[src/rtl/des_ks_if.sv]
// des_ks_if: key-load and subkey-stream signals between the key register file, des_key_scheduler and the round datapath
// master: drives key_in/key_load/decrypt/subkey_ready and observes the scheduler outputs
// slave:  the scheduler side (des_key_scheduler)
interface des_ks_if;
    logic [63:0] key_in;
    logic        key_load;
    logic        decrypt;
    logic        key_ready;
    logic [47:0] subkey;
    logic [3:0]  subkey_round;
    logic        subkey_valid;
    logic        subkey_ready;
    logic        busy;
    logic        done;
    logic        key_err;
    modport master (
        output key_in, key_load, decrypt, subkey_ready,
        input  key_ready, subkey, subkey_round, subkey_valid, busy, done, key_err
    );
    modport slave (
        input  key_in, key_load, decrypt, subkey_ready,
        output key_ready, subkey, subkey_round, subkey_valid, busy, done, key_err
    );
endinterface

[src/rtl/des_key_scheduler.sv]
// des_key_scheduler: sequential DES key schedule, emits the 16 PC-2 subkeys of a key one per valid/ready handshake
// Ports: clk, rst (synchronous active-high)
//        ks (des_ks_if.slave): key_in/key_load/decrypt/key_ready accept a key in IDLE,
//        subkey/subkey_round/subkey_valid/subkey_ready stream rounds in encrypt or decrypt order,
//        busy (RUN), done (16th handshake), key_err (parity failure)
// Optional: define DES_KS_PARITY_CHECK_EN to reject keys containing a byte with even parity
module des_key_scheduler (
    input logic     clk,
    input logic     rst,
    des_ks_if.slave ks
);
    localparam int PC1 [56] = '{57, 49, 41, 33, 25, 17, 9, 1, 58, 50, 42, 34, 26, 18,
                                10, 2, 59, 51, 43, 35, 27, 19, 11, 3, 60, 52, 44, 36,
                                63, 55, 47, 39, 31, 23, 15, 7, 62, 54, 46, 38, 30, 22,
                                14, 6, 61, 53, 45, 37, 29, 21, 13, 5, 28, 20, 12, 4};
    localparam int PC2 [48] = '{14, 17, 11, 24, 1, 5, 3, 28, 15, 6, 21, 10,
                                23, 19, 12, 4, 26, 8, 16, 7, 27, 20, 13, 2,
                                41, 52, 31, 37, 47, 55, 30, 40, 51, 45, 33, 48,
                                44, 49, 39, 56, 34, 53, 46, 42, 50, 36, 29, 32};
    typedef enum logic {IDLE, RUN} state_t;
    state_t      state, state_n;
    logic [55:0] cd, cd_pc1, next_cd;
    logic [47:0] key_pc2, subkey;
    logic [4:0]  cnt;
    logic [3:0]  round;
    logic        dec, valid, none, one, parity_ok, accept, fire, hs_last;
    // bit n of the DES numbering (1 = MSB) lives at vector index width-n
    for (genvar i = 0; i < 56; i++) begin : g_pc1
        assign cd_pc1[55 - i] = ks.key_in[64 - PC1[i]];
    end
    for (genvar i = 0; i < 48; i++) begin : g_pc2
        assign key_pc2[47 - i] = next_cd[56 - PC2[i]];
    end
    function automatic logic [27:0] rot(input logic [27:0] x, input logic n, input logic o, input logic r);
        return n ? x : r ? (o ? {x[0], x[27:1]} : {x[1:0], x[27:2]})
                         : (o ? {x[26:0], x[27]} : {x[25:0], x[27:26]});
    endfunction
    always_comb begin
        // decrypt walks the schedule backwards: round 0 uses the unrotated halves (C16 = C0)
        none    = dec && cnt[3:0] == 4'd0;
        one     = cnt[3:0] == 4'd1 || cnt[3:0] == 4'd8 || cnt[3:0] == 4'd15 || (!dec && cnt[3:0] == 4'd0);
        next_cd = {rot(cd[55:28], none, one, dec), rot(cd[27:0], none, one, dec)};
        accept  = state == IDLE && ks.key_load;
        fire    = state == RUN && !cnt[4] && (!valid || ks.subkey_ready);
        hs_last = valid && ks.subkey_ready && cnt[4];
        state_n = accept && parity_ok ? RUN : hs_last ? IDLE : state;
    end
    always_ff @(posedge clk) state <= rst ? IDLE : state_n;
    always_ff @(posedge clk) begin
        if (rst) begin
            cd     <= '0;
            dec    <= 1'b0;
            cnt    <= '0;
            subkey <= '0;
            round  <= '0;
            valid  <= 1'b0;
        end else if (accept) begin
            cd    <= cd_pc1;
            dec   <= ks.decrypt;
            cnt   <= '0;
            valid <= 1'b0;
        end else if (fire) begin
            cd     <= next_cd;
            subkey <= key_pc2;
            round  <= cnt[3:0];
            cnt    <= cnt + 5'd1;
            valid  <= 1'b1;
        end else if (hs_last) begin
            valid <= 1'b0;
        end
    end
    assign ks.key_ready    = state == IDLE;
    assign ks.busy         = state == RUN;
    assign ks.subkey       = subkey;
    assign ks.subkey_round = round;
    assign ks.subkey_valid = valid;
    assign ks.done         = hs_last;
`ifdef DES_KS_PARITY_CHECK_EN
    logic [7:0] byte_ok;
    logic       err;
    for (genvar i = 0; i < 8; i++) begin : g_par
        assign byte_ok[i] = ^ks.key_in[8*i +: 8];
    end
    assign parity_ok = &byte_ok;
    always_ff @(posedge clk) err <= rst ? 1'b0 : accept ? !parity_ok : err;
    assign ks.key_err = err;
`else
    assign parity_ok  = 1'b1;
    assign ks.key_err = 1'b0;
`endif
endmodule

[src/flat_wrapper.sv]
// flat-port wrapper written by rule: the top's interface ports become plain ports
module des_key_scheduler_flat 
  (clk, rst, ks_key_in, ks_key_load, ks_decrypt, ks_subkey_ready, ks_key_ready, ks_subkey, ks_subkey_round, ks_subkey_valid, ks_busy, ks_done, ks_key_err);
  des_ks_if ks_i ();
  input logic clk;
  input logic rst;
  input wire logic [$bits(ks_i.key_in)-1:0] ks_key_in;
  input wire logic [$bits(ks_i.key_load)-1:0] ks_key_load;
  input wire logic [$bits(ks_i.decrypt)-1:0] ks_decrypt;
  input wire logic [$bits(ks_i.subkey_ready)-1:0] ks_subkey_ready;
  output wire logic [$bits(ks_i.key_ready)-1:0] ks_key_ready;
  output wire logic [$bits(ks_i.subkey)-1:0] ks_subkey;
  output wire logic [$bits(ks_i.subkey_round)-1:0] ks_subkey_round;
  output wire logic [$bits(ks_i.subkey_valid)-1:0] ks_subkey_valid;
  output wire logic [$bits(ks_i.busy)-1:0] ks_busy;
  output wire logic [$bits(ks_i.done)-1:0] ks_done;
  output wire logic [$bits(ks_i.key_err)-1:0] ks_key_err;
  assign ks_i.key_in = ks_key_in;
  assign ks_i.key_load = ks_key_load;
  assign ks_i.decrypt = ks_decrypt;
  assign ks_i.subkey_ready = ks_subkey_ready;
  assign ks_key_ready = ks_i.key_ready;
  assign ks_subkey = ks_i.subkey;
  assign ks_subkey_round = ks_i.subkey_round;
  assign ks_subkey_valid = ks_i.subkey_valid;
  assign ks_busy = ks_i.busy;
  assign ks_done = ks_i.done;
  assign ks_key_err = ks_i.key_err;
  des_key_scheduler u_core (.clk(clk), .rst(rst), .ks(ks_i));
endmodule
[config.mk]
export PLATFORM = sky130hd
export DESIGN_NAME = des_key_scheduler_flat
export DESIGN_NICKNAME = d
export VERILOG_FILES = /design/src/rtl/des_ks_if.sv /design/src/rtl/des_key_scheduler.sv /design/src/flat_wrapper.sv
export SDC_FILE = /design/constraint.sdc
export NUM_CORES = 1
export LEC_CHECK = 0
export ABC_AREA = 1
export ABC_CLOCK_PERIOD_IN_PS = 5000
export CAP_MARGIN = 10
export CELL_PAD_IN_SITES_DETAIL_PLACEMENT = 1
export CELL_PAD_IN_SITES_GLOBAL_PLACEMENT = 2
export CORE_UTILIZATION = 29
export CTS_BUF_LIST = sky130_fd_sc_hd__clkbuf_16
export DETAILED_ROUTE_END_ITERATION = 6
export PLACE_DENSITY = 0.95
export SKIP_LAST_GASP = 1
export SLEW_MARGIN = 10
export SYNTH_ARGS = -nofsm -noshare
export SYNTH_HDL_FRONTEND = slang
export SYNTH_SLANG_ARGS = --single-unit
[constraint.sdc]
create_clock -name clk -period 5 [get_ports clk]
set_input_delay 1 -clock clk [delete_from_list [all_inputs] [get_ports clk]]
set_output_delay 1 -clock clk [all_outputs]
set_load 0.01 [all_outputs]
# Word-level counts from Yosys, hierarchy flattened
# Cells that the tools add are included.
# Widths: inputs -> output; s select.
word_totals:
  register_bits: 116
  input_bits: 69
  out_inout_bits: 57
  word_cells: 49
op_classes:
  muxes: 13
  n_addsub: 1
  eq_ne: 4
  reduce_logical: 21
  bitwise: 2
op_table:
  columns: ["op", "n"]
  rows:
  - ["$mux 28", 8]
  - ["$mux 56", 2]
  - ["$eq 4x4->1 const B", 2]
  - ["$logic_and 1x1->1", 7]
  - ["$reduce_bool 2->1", 3]
  - ["$add 5x1->5 const B", 1]
  - ["$eq 4x1->1 const B", 1]
  - ["$logic_not 4->1", 1]
  - ["$logic_or 1x1->1", 4]
  - ["$reduce_and 2->1", 2]
  - ["$logic_not 1->1", 3]
  - ["$mux 1", 3]
  - ["$ne 2x2->1 const B", 1]
  - ["$not 1->1", 2]
  - ["$reduce_or 2->1", 1]

# Logic depth before layout (Yosys ltp)
# Gate-level depths: netlist of run 1.
depth:
  depth_word: 9
  mapped_depth: 14
  depth_no_buf: 13

# Least setup slack after synthesis of run 1
# No wires, ideal clock.
synth_path:
  path_type: "input to output"
  start: "input port ks_subkey_ready"
  end: "output port ks_done"
  required_ns: 4.000
  stages: 2
  setup_slack_ns: 2.664
  n_path_buf: 0
  t_arrival_ns: 1.336
  cell_sequence: "inv_1 -> nor3_1"
synth_via:
  elab_chain_cells: 2
synth_rtl:
  columns: ["element", "line_no", "text"]
  rows:
  - ["start, declared", "flat_wrapper.sv:10", "input wire logic [$bits(ks_i.subkey_ready)-1:0] ks_subkey_ready;"]
  - ["$logic_and 1x1->1 (2 in series)", "des_key_scheduler.sv:45", "hs_last = valid && ks.subkey_ready && cnt[4];"]
  - ["end, declared", "flat_wrapper.sv:16", "output wire logic [$bits(ks_i.done)-1:0] ks_done;"]
# Every way passes these cells.

# Worst setup path in the final report of run 1
# Ends and elaborated chain as after synthesis.

==> impl_results.md, run 1 <==
* Fmax at 304 MHz
* Non-Filler Instances at 1,432
* Sequential area share after synthesis at 36.2%
* Number of clock sinks at 116
* # diodes at 0
* Routed vias/inst at 5.04
* Site Rows at 54
* CP endpoint kind: primary output
* Crit Path Category: in2out
* Critical path peak fanout at 2
* Die width at 151 um
* CTS Buf Count at 17
* Final Worst Setup Slack at 1.72 ns
* Worst Tran Pin Value at 0.698 ns
* Outcome: finished, final reports clean
* P_leak at 3.27 nW
* Synth warnings at 0
* Cells after Synth at 1,062
* Met2 Wirelength at 11.9 mm
* Met3 routed WL at 837 um
* Clock Skew at 0.00645 ns
* Post-Route M1 WL at 10.5 mm
* Maximum root-to-sink buffer count at 2
* Initial antenna violation count at 0
* Syn nets at 1,134
* Avg Cell Area, Syn at 6.05 um^2
* Post-synthesis adder-cell area fraction at 0.585%
* Critical Path RT at 4.00 ns
* Top Layer Used: met4
* Combinational family with the most area after synthesis: simple AND/OR/NAND/NOR gates
* Core Region at 21,800 um^2
* CTS tree: built
* Clock Tree Root: clkbuf_16
* Internal power at 2.07 mW
* Synth Register Bits at 116
* Compound-Gate Fraction of Synth Area at 19.8%
* Number of fill cells in the layout at 2,837
* Peak VDD IR at 0.269 mV
* Largest net degree at the start of global routing at 71
* Layout Nets at 1,211
* # hold bufs at CTS at 0
* Unique cell type count in the Yosys netlist at 29
* DRT iter0 DRCs at 445
* Fin Hold WS at 0.462 ns
* Launching element type of the critical path: input port
* Setup TNS at 0 ns
* Core Util, Final at 38.5%
* Multiplexer share of the synthesized area at 0%
* Drt total wl at 23.7 mm
* RSZ-0062 raised after global routing: no
* Post-synth ARST share at 0%
* First-pass GRT wire length at 38.0 mm
* DRC Markers at 0
* Max_slew headroom at 53.5%
* Dominant synthesized flop cell: dfxtp_1
* Top cells by area, synth: dfxtp_1 (36%), nand2_1 (26%), o21ai_0 (9.1%)
* H-tree depth at 4
* Post-CTS Setup Inserts at 0
* Final setup viols at 0
* Die Ht at 151 um
* Sw power at 899 uW
* Post-detailed-route count of antenna-violating nets at 0
* Routability cong. at 0.833
* Final Hold Fails at 0
* Crit path time final at 3.28 ns
* Area delta synth->final at 30.6%
* Die footprint at 22,700 um^2
* Share of layout cells above drive strength 1 at 5.21%
* WL/cell at 16.6 um
* Dpl cells at 1,400
* Synth Area in Simple Gates at 34.8%
* Grt ovf at 0
* DR pass1 iterations at 5
* Pre-CTS setup slack at 1.24 ns
* Period utilisation layout at 65.7%
* Commonest cells in the netlist: nand2_1 (450), o21ai_0 (117), dfxtp_1 (116), nand3_1 (94), a21oi_1 (70)
* Vias in the first global route at 7,420
* Initial Util at 29.5%
* IO Count at 126
* Clock latency at the later pin of the worst-skew pair at 0.43 ns
* Dpl hpwl at 15.6 mm
* Max cap viols at 0
* Sw frac at 30.3%
* Clock power share at 45.5%
* Synth top area share at 36.2%
* Synthesized cell area at 6420 um^2
* Combinational share of power at 19.7%
* Post-synth EDFFs at 0
* Min-Delay Path Class: reg2reg
* Pwr per Cell Area at 354 nW/um^2
* Post-synthesis xor/xnor area fraction at 0%
* Largest area contributor in the netlist: dfxtp_1
* Count leader, synth: nand2_1
* Post_cts resized at 0
* Port buffer count at 116
* Detailed-route via count at 7,218
* Worst Path Arrival at 2.28 ns
* Max Transition Viols Final at 0
* Total track usage at 21.5%
* Clock transition at the registers of the reported paths at 0.06 ns
* Sequential power share at 34.8%
[state kept, by name, indices dropped and copies added, names as in the netlist]
register / count
u_core.ks.subkey_round: 4
u_core.ks.busy: 1
u_core.dec: 1
u_core.cd: 56
u_core.ks.subkey_valid: 1
u_core.ks.subkey: 48
u_core.cnt: 5
[worst max-delay path, stage by stage]
cell,delay [ns]
clkdlybuf4s50_1,0.45
inv_1,0.05
nor3_1,0.20
clkdlybuf4s50_1,0.59
[kinds of logic after synthesis]
logic type                 after synthesis
adders and majority gates                3
DFF                                    116
other                                    1
buffers and inverters                  135
AOI/OAI and AO/OA                      250
and+or+nand+nor                        557
[cell type report]
cell class,count,area [um^2],area share (%)
multi-input cells,811,3560,42.4
clock inverters,15,213,2.54
inverters,61,229,2.73
well taps,280,350,4.18
repair buffers,132,1290,15.4
flip-flops and latches,116,2320,27.7
clock buffers,17,425,5.07
[placed cells by master, fill, tap and decap left out]
| cell type | count |
|---|---|
| nand2_1 | 450 |
| clkdlybuf4s50_1 | 115 |
| nor2_1 | 6 |
| conb_1 | 1 |
| bufinv_16 | 5 |
| a21oi_4 | 1 |
| o21a_1 | 1 |
| dfxtp_1 | 116 |
| nand2_2 | 1 |
| nand2_4 | 1 |
| clkinv_4 | 1 |
| o211ai_1 | 2 |
| nor3_1 | 1 |
| ha_1 | 3 |
| clkbuf_16 | 17 |
| buf_12 | 1 |
| a31oi_1 | 1 |
| inv_2 | 6 |
| buf_2 | 1 |
| clkinv_2 | 1 |
| nand3_2 | 2 |
| a211oi_1 | 1 |
| o21ai_2 | 1 |
| clkinv_1 | 4 |
| a21oi_1 | 70 |
| nor2_2 | 2 |
| buf_4 | 15 |
| nand3_1 | 93 |
| clkinvlp_4 | 5 |
| inv_1 | 54 |
| o21ai_1 | 56 |
| nor4_1 | 1 |
| o21ai_0 | 117 |
[power by group through the flow]
stage,Combinational (mW),Sequential [mW],Clock [mW]
after detailed placement,0.581,1.05,0
final,0.584,1.03,1.35
after global routing,0.655,1.04,1.40
after CTS,0.588,1.03,1.37
after floorplan,0.366,1.05,0
after global placement,0.572,1.05,0
[per-stage QoR]
step	total power, mW	instance area, um^2
floorplan	1.41	6420
global placement	1.62	7750
detailed placement	1.63	7750
CTS	2.99	8390
global route	3.10	8390
finish	2.97	8390
[path summary, 6_finish.rpt]
check	to	startpoint	depth (start not counted)	slack (ns)
setup / recovery	ks_done	ks_subkey_ready	4	1.72
hold / removal	u_core.ks.subkey[19]$_SDFFE_PP0P_	u_core.ks.subkey[19]$_SDFFE_PP0P_	2	0.46
setup reg to reg	u_core.ks.subkey[39]$_SDFFE_PP0P_	u_core.cnt[1]$_SDFFE_PP0P_	13	2.05
hold reg to reg	u_core.ks.subkey[19]$_SDFFE_PP0P_	u_core.ks.subkey[19]$_SDFFE_PP0P_	2	0.46
[per-layer routing]
metal,up-vias,track usage [%]
met2,133,38.9
met4,0,7.20
li1,3592,-
met1,3461,25.3
met5,-,0
met3,32,3.73
Power figures use the tool's default switching activity.
==> run 2, diff against run 1 <==
--- a/config.mk
+++ b/config.mk
@@ -6,14 +6,14 @@
 export NUM_CORES = 1
 export LEC_CHECK = 0
 export ABC_AREA = 1
-export ABC_CLOCK_PERIOD_IN_PS = 5000
+export ABC_CLOCK_PERIOD_IN_PS = 3400
 export CAP_MARGIN = 10
 export CELL_PAD_IN_SITES_DETAIL_PLACEMENT = 1
 export CELL_PAD_IN_SITES_GLOBAL_PLACEMENT = 2
-export CORE_UTILIZATION = 29
+export CORE_UTILIZATION = 27
 export CTS_BUF_LIST = sky130_fd_sc_hd__clkbuf_16
 export DETAILED_ROUTE_END_ITERATION = 6
-export PLACE_DENSITY = 0.95
+export PLACE_DENSITY = 0.92
 export SKIP_LAST_GASP = 1
 export SLEW_MARGIN = 10
 export SYNTH_ARGS = -nofsm -noshare
==> constraint.sdc (replaced) <==
create_clock -name clk -period 3.4 [get_ports clk]
set_input_delay 0.68 -clock clk [delete_from_list [all_inputs] [get_ports clk]]
set_output_delay 0.68 -clock clk [all_outputs]
set_load 0.01 [all_outputs]
==> run 2 against run 1 <==
Compared with the run above: non-clock buffer count up 3; sequential share of layout area down 0.18 points; core utilization down 2.5 points; combinational power up 49%; first-iteration DRC count down 19%; clock power up 39%; count of clock-buffer cells in the layout unchanged; final cell count up 2.9%; hold slack about the same; clock skew down 0.0016 ns; sequential power up 48%; register-to-register slack worse by 1.3 ns; critical path type is now reg2reg; critical endpoint is now u_core.cd[10]$_SDFFE_PP0P_; largest cell class unchanged.
==> impl_results.md, run 2 (synthesized netlist as in run 1, its figures left out) <==
* Clock transition at the registers of the reported paths at 0.06 ns
* Vias in the first global route at 7,342
* CP endpoint kind: register
* Internal power at 2.96 mW
* Final setup viols at 0
* First-pass GRT wire length at 38.5 mm
* Dpl cells at 1,442
* Period utilisation layout at 78.5%
* Die Ht at 156 um
* Reg2reg setup slack at 0.73 ns
* Number of clock sinks at 116
* Critical path peak fanout at 56
* Top Registers: u_core.cd x56, u_core.ks.subkey x48, u_core.cnt x5
* Setup TNS at 0 ns
* Max_slew headroom at 39.2%
* Fmax at 375 MHz
* Area of the multi-input gates at 3560 um^2
* Die width at 156 um
* Die footprint at 24,400 um^2
* Launching element type of the critical path: register
* Worst R2R Path Depth at 13
* Clock Tree Root: clkbuf_16
* Post_cts resized at 0
* Number of fill cells in the layout at 3,061
* Maximum root-to-sink buffer count at 2
* Storage element area at 2320 um^2
* CTS tree: built
* Non-Filler Instances at 1,474
* WL/cell at 16.3 um
* Sw frac at 30.4%
* Post-CTS Setup Inserts at 0
* Clock power share at 43.9%
* Initial Util at 27.4%
* CTS Buf Count at 17
* IO Count at 126
* Max cap viols at 0
* Final Hold Fails at 0
* Overall power at 4.25 mW
* End of the critical path: u_core.cd[10]$_SDFFE_PP0P_
* Clock Skew at 0.00487 ns
* DRT iter0 DRCs at 359
* Dpl hpwl at 15.7 mm
* Grt ovf at 0
* Total track usage at 20.3%
* RSZ-0062 raised after global routing: no
* Min-Delay Path Class: reg2reg
* Final Worst Setup Slack at 0.732 ns
* Outcome: finished, final reports clean
* Core Region at 23,400 um^2
* Port buffer count at 116
* Post-detailed-route count of antenna-violating nets at 0
* Clock latency at the later pin of the worst-skew pair at 0.42 ns
* Worst Tran Pin Value at 0.907 ns
* DR pass1 iterations at 4
* # diodes at 0
* Fin area at 8440 um^2
* Most frequent cells in the layout: nand2_1 (450), o21ai_0 (117), dfxtp_1 (116)
* Detailed-route via count at 7,161
* Pre-CTS setup slack at 0.748 ns
* Worst Path Arrival at 3.02 ns
* Placement Cell Area at 7840 um^2
* Share of layout cells above drive strength 1 at 5.19%
* Worst Setup SP: u_core.cnt[1]$_SDFFE_PP0P_
* Most common cell after layout, fill and taps aside: nand2_1
* Largest register FFs at 56
* Crit Path Category: reg2reg
* H-tree depth at 4
* Largest net degree at the start of global routing at 57
* Drt total wl at 24.0 mm
* Max Transition Viols Final at 0
* Site Rows at 56
* Routed vias/inst at 4.86
* P_leak at 3.29 nW
* Routability cong. at 0.810
* Combinational share of power at 20.5%
* Sw power at 1.29 mW
* Crit path time final at 2.67 ns
* Critical R2R Launch: u_core.cnt[1]$_SDFFE_PP0P_
* RR Endpoint: u_core.cd[10]$_SDFFE_PP0P_
* DRC Markers at 0
* # hold bufs at CTS at 0
* Area delta synth->final at 31.4%
* Largest Register: u_core.cd
* Peak VDD IR at 0.232 mV
* Pwr per Cell Area at 504 nW/um^2
* Sequential power share at 35.7%
* Initial antenna violation count at 0
* Layout Nets at 1,214
* Critical Path RT at 3.75 ns
## run 2: cell count changes in the layout (fill, tap and decap cells not counted), sizes merged
cell      previous run  this run
buf                 17        20
bufinv               5         4
clkinv               6        10
clkinvlp             5         1
inv                 60        61
## run 2: layout make-up
class	count	share of cell area (%)
flip-flops and latches	116	27.5
multi-input cells	811	42.1
well taps	319	4.73
clock buffers	17	5.04
inverters	61	2.71
repair buffers	135	15.8
clock inverters	15	2.02
## run 2: critical path, stage by stage (launching register included)
cell,delay (ns)
dfxtp_1,0.31
inv_1,0.14
ha_1,0.30
inv_1,0.08
nand2_1,0.08
nand3_2,0.12
nand2_4,0.45
buf_4,0.43
nand2_1,0.11
o21ai_0,0.10
nand2_1,0.07
nand3_1,0.10
nand2_1,0.12
o21ai_1,0.16
## run 2: worst min-delay path by stage
stage	from	slack, ns	cells past startpoint	end
detailed placement	u_core.ks.subkey[9]$_SDFFE_PP0P_	0.46	2	u_core.ks.subkey[9]$_SDFFE_PP0P_
CTS	u_core.ks.subkey[14]$_SDFFE_PP0P_	0.47	2	u_core.ks.subkey[14]$_SDFFE_PP0P_
global placement	u_core.ks.subkey[10]$_SDFFE_PP0P_	0.45	2	u_core.ks.subkey[10]$_SDFFE_PP0P_
finish	u_core.ks.subkey[14]$_SDFFE_PP0P_	0.46	2	u_core.ks.subkey[14]$_SDFFE_PP0P_
global route	u_core.ks.subkey[41]$_SDFFE_PP0P_	0.48	2	u_core.ks.subkey[41]$_SDFFE_PP0P_
floorplan	u_core.cnt[2]$_SDFFE_PP0P_	0.48	1	u_core.cnt[2]$_SDFFE_PP0P_
## run 2: power by group through the flow
| stage | Combinational (mW) | Sequential [mW] | Clock, mW |
|---|---|---|---|
| finish | 0.871 | 1.52 | 1.87 |
| detailed placement | 0.870 | 1.54 | 0 |
| global route | 0.978 | 1.53 | 1.95 |
| global placement | 0.857 | 1.54 | 0 |
| CTS | 0.879 | 1.52 | 1.90 |
| floorplan | 0.539 | 1.54 | 0 |
## run 2: metal layers
metal	track usage [%]	vias up	share of wire [%]
li1	-	3603	-
met1	23.6	3397	44
met2	37.4	131	50
met3	2.82	30	3.6
met4	7.75	0	2.1
met5	0	-	0
## run 2: through the flow
step	hold slack [ns]	util (%)
finish	0.462	36.1
detailed placement	0.458	33.5
global placement	0.453	33.5
CTS	0.467	36.1
global route	0.483	36.1
floorplan	0.485	-
